<file path="src/rtl/convertor_scheduler.sv">
// Round-robin scheduler sharing one 6-bit to dual 7-segment convertor between two requesters.
// Convertor inputs are driven from flops. Each result is captured after a programmable settle time.
module convertor_scheduler #(
  parameter int unsigned SETTLE_CYC = 1
) (
  input  logic        CLK,
  input  logic        RST_N,
  input  logic        REQ0,
  input  logic [5:0]  DATA0,
  output logic        ACK0,
  output logic [13:0] SEGA,
  input  logic        REQ1,
  input  logic [5:0]  DATA1,
  output logic        ACK1,
  output logic [13:0] SEGB,
  output logic [5:0]  CONV_T,
  input  logic [13:0] CONV_SEG,
  output logic        BUSY
);

  typedef enum logic [1:0] {S_IDLE, S_DRIVE, S_DONE} state_t;

  localparam logic [3:0] CNT_INIT = 4'(SETTLE_CYC - 1);

  state_t      r_state;
  logic        r_pend0, r_pend1;
  logic [5:0]  r_hold0, r_hold1;
  logic        r_last, r_gnt;
  logic [3:0]  r_cnt;
  logic [5:0]  r_conv_t;
  logic [13:0] r_sega, r_segb;
  logic        r_ack0, r_ack1;

  logic        w_grant_any, w_grant_sel, w_clr0, w_clr1;

  // On a tie the requester that was not served last wins.
  always_comb begin
    w_grant_any = (r_state == S_IDLE) && (r_pend0 || r_pend1);
    if (r_pend0 && r_pend1) w_grant_sel = ~r_last;
    else                    w_grant_sel = r_pend1;
    w_clr0 = w_grant_any && !w_grant_sel;
    w_clr1 = w_grant_any &&  w_grant_sel;
  end

  always_ff @(posedge CLK or negedge RST_N) begin
    if (!RST_N) begin
      r_state  <= S_IDLE;
      r_pend0  <= 1'b0;
      r_pend1  <= 1'b0;
      r_hold0  <= '0;
      r_hold1  <= '0;
      r_last   <= 1'b1;
      r_gnt    <= 1'b0;
      r_cnt    <= '0;
      r_conv_t <= '0;
      r_sega   <= '0;
      r_segb   <= '0;
      r_ack0   <= 1'b0;
      r_ack1   <= 1'b0;
    end else begin
      // A new request in the grant cycle keeps the flag set, so it is served again.
      r_pend0 <= REQ0 | (r_pend0 & ~w_clr0);
      r_pend1 <= REQ1 | (r_pend1 & ~w_clr1);
      if (REQ0) r_hold0 <= DATA0;
      if (REQ1) r_hold1 <= DATA1;
      r_ack0 <= 1'b0;
      r_ack1 <= 1'b0;
      case (r_state)
        S_IDLE: begin
          if (w_grant_any) begin
            r_conv_t <= w_grant_sel ? r_hold1 : r_hold0;
            r_gnt    <= w_grant_sel;
            r_last   <= w_grant_sel;
            r_cnt    <= CNT_INIT;
            r_state  <= S_DRIVE;
          end
        end
        S_DRIVE: begin
          if (r_cnt != 4'd0) begin
            r_cnt <= r_cnt - 4'd1;
          end else begin
            if (r_gnt) r_segb <= CONV_SEG;
            else       r_sega <= CONV_SEG;
            r_ack0  <= ~r_gnt;
            r_ack1  <=  r_gnt;
            r_state <= S_DONE;
          end
        end
        S_DONE:  r_state <= S_IDLE;
        default: r_state <= S_IDLE;
      endcase
    end
  end

  assign ACK0   = r_ack0;
  assign ACK1   = r_ack1;
  assign SEGA   = r_sega;
  assign SEGB   = r_segb;
  assign CONV_T = r_conv_t;
  assign BUSY   = (r_state != S_IDLE);

endmodule

</file>
<file path="config.mk">
export PLATFORM = sky130hd
export DESIGN_NAME = convertor_scheduler
export DESIGN_NICKNAME = d
export VERILOG_FILES = /design/src/rtl/convertor_scheduler.sv
export SDC_FILE = /design/constraint.sdc
export NUM_CORES = 1
export LEC_CHECK = 0
export ABC_AREA = 1
export CAP_MARGIN = 40
export CORE_MARGIN = 2
export CORE_UTILIZATION = 51
export DETAILED_ROUTE_END_ITERATION = 6
export GPL_TIMING_DRIVEN = 0
export HOLD_SLACK_MARGIN = 0.03
export PLACE_DENSITY_LB_ADDON = 0.05
export SYNTH_ARGS = -nofsm -noshare
export SYNTH_HDL_FRONTEND = slang
export SYNTH_SLANG_ARGS = --single-unit
</file>
<file path="constraint.sdc">
create_clock -name CLK -period 2.5 [get_ports CLK]
set_input_delay 0.375 -clock CLK [delete_from_list [all_inputs] [get_ports CLK]]
set_output_delay 0.375 -clock CLK [all_outputs]
set_load 0.02 [all_outputs]
</file>
# After elaboration in Yosys (flattened, before gate mapping)

Cells that the tools add are included.

Register bits: 58
Output and inout bits: 37

Add/subtract/negate cells: 1
Equality and inequality tests: 4
Mux-type cells: 12
Bitwise operators: 9
Reductions and logical operators: 15

Operators with widths:

| kind                                                 | number |
|---|---|
| AND reduction 3 bit                                  | 3 |
| 2-to-1 mux 4 bit                                     | 2 |
| case mux 4 bit (2 select lines)                      | 1 |
| 2-to-1 mux 6 bit                                     | 1 |
| != test 2 bit (second input constant)                | 3 |
| 2-to-1 mux 1 bit                                     | 5 |
| NOT 1 bit                                            | 5 |
| logical AND 1 bit                                    | 4 |
| 2-to-1 mux 2 bit                                     | 2 |
| case mux 2 bit (2 select lines)                      | 1 |
| AND reduction 2 bit                                  | 2 |
| nonzero test 2 bit                                   | 2 |
| nonzero test 4 bit                                   | 1 |
| subtractor 4 x 1 -> 4 bit (second input constant)    | 1 |
| AND 1 bit                                            | 2 |
| equality test 2 x 1 -> 1 bit (second input constant) | 1 |
| zero test 2 bit                                      | 1 |
| bitwise OR 1 bit                                     | 2 |
| zero test 1 bit                                      | 1 |
| logical OR 1 bit                                     | 1 |

# Longest topological paths before layout

Depth after elaboration: 7
Mapped depth: 9
Depth with buffers taken out: 7

# Worst setup path after synthesis

No wires, ideal clock.

Path type: register to register
From: register r_cnt[0]
To: register r_segb[0] (netlist: SEGB[0])
Setup time: 0.121 ns
Arrival: 1.248 ns
Data required time: 2.379 ns
Path slack: 1.131 ns
Cell stages (with the launch flop): 10
Path buffers: 2
Period minus slack after synthesis: 1.369 ns
Path through: dfrtp_1 inv_1 ha_1 nand2_2 nor2_4 nand2_2 buf_6 buf_8 nand2_1 o21ai_1

Longest elaborated chain between the ends: 3

RTL lines:

| element                              | line | text |
|---|---|---|
| start, declared                      | 29   | `logic [3:0] r_cnt;` |
| start signal, assigned               | 80   | `r_cnt <= r_cnt - 4'd1;` |
| nonzero test 4 bit                   | 79   | `if (r_cnt != 4'd0) begin` |
| NOT 1 bit (no source line)           | --   |  |
| AND reduction 3 bit (no source line) | --   |  |
| end signal, assigned                 | 57   | `r_segb <= '0;` |
| end signal, assigned                 | 82   | `if (r_gnt) r_segb <= CONV_SEG;` |
| end, declared                        | 31   | `logic [13:0] r_sega, r_segb;` |

No other way between the ends.
A chain may end at the register's enable or synchronous reset.

# Final worst setup path

From: register r_state[1]
To: output BUSY

Longest elaborated chain between the ends: 1

RTL lines:

| element                | line | text |
|---|---|---|
| start, declared        | 25   | `state_t r_state;` |
| start signal, assigned | 47   | `r_state <= S_IDLE;` |
| start signal, assigned | 75   | `r_state <= S_DRIVE;` |
| start signal, assigned | 86   | `r_state <= S_DONE;` |
| nonzero test 2 bit     | 100  | `assign BUSY = (r_state != S_IDLE);` |
| end, declared          | 18   | `output logic BUSY` |

No other way between the ends.

==> impl_metrics.yaml <==
synthesis:
  syn_area_um2: 2350
  muxShareOfSynthArea: 0.0576
  ys_ff_latch: 58
  synth_xor_area_frac: 0.00373
  ys_seq_area_frac: 0.619
  synth.distinct_cells: 24
  synth_edf_count: 0
  synth_nets: 254
  synth_fa_ha_area_frac: 0.0107
  syn_inst: 222
  synth.top_cell.area_share: 0.608
  synth_area_leaders: "dfrtp_1, nand2_1, mux2_2, inv_1, o21ai_2"
  yosys.area.top_type: "dfrtp_1"
  synth_top_family_by_area: "simple AND/OR/NAND/NOR gates"
  synthSimpleGateAreaFrac: 0.143
  synth_most_common_cell: "dfrtp_1"
  yosysWarnings: 0
  synth_ff_type: "dfrtp_1"
  async_flop_share: 1.00
  synth_compound_area_frac: 0.0928
  synth_area_per_cell_um2: 10.6
  synthTopCellsByCount: "dfrtp_1, nand2_1, inv_1"
placement:
  dp.cells: 339
  place_area_um2: 3070
  dp_slack_ns: 0.959
  routabilityCongestion: 0.741
  port_buffers: 64
  dp_hpwl_um: 3330
cells_and_area:
  nNetsFinal: 331
  drive_gt1_frac: 0.178
  fin_util: 0.748
  antennaDiodeCount: 0
  finalNonFillerCells: 356
  area_growth_pct: 39.7
  final_area_um2: 3280
sta:
  final-setup-viol-count: 0
  slew_headroom: 0.678
  hold_viol: 0
  clock.fmax_ghz: 0.533
  grt_setup_unrepaired: "false"
  worst_slack_ns: 0.624
  finalCritPeriodShare: 0.750
  skew_ns: 0.00556
  fin_hold_ws_ns: 0.466
  tightest_slew_ns: 0.481
  layout_min_cycle_time_ns: 1.88
  slew_viol_final: 0
  setup-tns-final_ns: 0
worst_hold_path:
  hp-class: "flip-flop to flip-flop"
run:
  maxCapViolations: 0
floorplanning:
  die_h_um: 71.8
  fp-row-count: 24
  start_util: 0.535
  die_w_um: 71.8
  dieArea_um2: 5160
  coreArea_um2: 4380
  io_pins: 67
grt:
  grt_pass1_vias: 1713
  grt_pass1_wl_um: 8190
  overflow: 0
  grt_start_max_net_pins: 39
  grtUsageTotal: 0.213
  antenna_found_initial: 0
clock_network:
  cts_tree: "built"
  cts_resized: 0
  numClockSinks: 58
  ctsHoldBuffers: 1
  cts_setup_buffers: 0
  clkLatencyLatePin_ns: 0.33
  numCtsBuffers: 9
  clk_pin_slew_ns: 0.06
  h-tree-depth: 3
  clk_path_buf_depth: 2
  root_buffer: "clkbuf_8"
power:
  irDropWorstVdd_uv: 764
  power_mw: 4.45
  powerDensity_nw_per_um2: 1360
  p_leak_nw: 1.59
drt:
  wl_per_cell_um: 13.7
  drt-initial-drc-count: 92
  detail-route-antenna-nets: 0
  drc: 0
  via_count: 1743
  drtPass1Iterations: 4
  routed_wl_um: 4890
  vias_per_cell: 4.90
setup_path:
  critical_path.max_fanout: 3
  arrival_ns: 1.50
  start_kind: "flip-flop"
  end_kind: "primary output"
  criticalPathCategory: "flip-flop to primary output"
  required_ns: 2.12
outcome:
  outcome: "complete, no violations"
==> where the power goes <==
group | internal (mW) | switching (mW) | total (mW) | leakage [nW]
registers | 1.33 | 0.214 | 1.55 | 0.704
logic | 0.922 | 1.14 | 2.06 | 0.779
clock network | 0.494 | 0.349 | 0.843 | 0.106
total | 2.75 | 1.70 | 4.45 | 1.59
==> metal layers <==
metal  vias up  global-route usage  share of wire
met5         -                   0              0
met4         0               0.119          0.027
met3        12              0.0492          0.052
met2        55               0.316           0.47
met1       815               0.291           0.45
li1        861                   -              -
==> critical path, cell delays in order, from the launching register on <==
cell and delay, ns:
dfrtp_1 0.40, nor2_1 0.18, inv_1 0.06, clkdlybuf4s50_1 0.53
==> logic make-up after synthesis <==
logic type / after synthesis
AOI/OAI and AO/OA: 35
muxes: 12
and+or+nand+nor: 79
DFF: 58
adders and majority gates: 2
xor gates and xnor gates: 1
buffers and inverters: 35
==> path summary, 6_finish.rpt <==
| check | start | to | slack, ns | cells after the start |
|---|---|---|---|---|
| worst min register to register | r_last | r_last | 0.47 | 2 |
| worst min-delay path | r_last | r_last | 0.47 | 2 |
| worst max-delay path | r_state[1] | BUSY | 0.62 | 3 |
| worst max register to register | r_cnt[0] | SEGA[9] | 0.97 | 9 |
| min in group asynchronous | RST_N | SEGA[4] | 0.53 | 2 |
| max in group asynchronous | RST_N | r_last | 1.35 | 3 |
==> final cells by class <==
cell class,count,area (µm²)
Buffer,9,75.1
Clock buffer,15,196
Clock inverter,1,5.00
Fill cell,319,1100
Inverter,26,97.6
Multi-Input combinational cell,129,722
Sequential cell,58,1450
Tap cell,52,65.1
Timing Repair Buffer,66,666
==> cell usage in the layout (no fill, tap or decap) <==
master           synthesis  final
a21oi_1                  1      1
buf_12                   0      1
buf_2                    1      2
buf_6                    2      2
buf_8                    2      2
clkbuf_1                 2      3
clkbuf_2                 2      2
clkbuf_8                 0     14
clkdlybuf4s50_1          0     63
clkinv_2                 0      1
dfrtp_1                 57     57
dfstp_2                  1      1
dlygate4sd3_1            0      1
ha_1                     2      2
inv_1                   25     25
inv_2                    1      1
mux2_2                  12     12
nand2_1                 56     56
nand2_2                  3      3
nand3_1                  9      9
nand4_1                  1      1
nor2_1                   7      7
nor2_2                   1      1
nor2_4                   2      2
o21ai_0                 12     12
o21ai_1                 10     10
o21ai_2                 10     10
o21bai_1                 2      2
xor2_1                   1      1
==> state kept, by name, summed over array words and instances, names as in the netlist, 2 cells and up <==
register and cells:
SEGB 14, CONV_T 6, r_cnt 4, r_state 2
r_hold0 6, r_hold1 6, SEGA 14
Power figures use the tool's default switching activity.
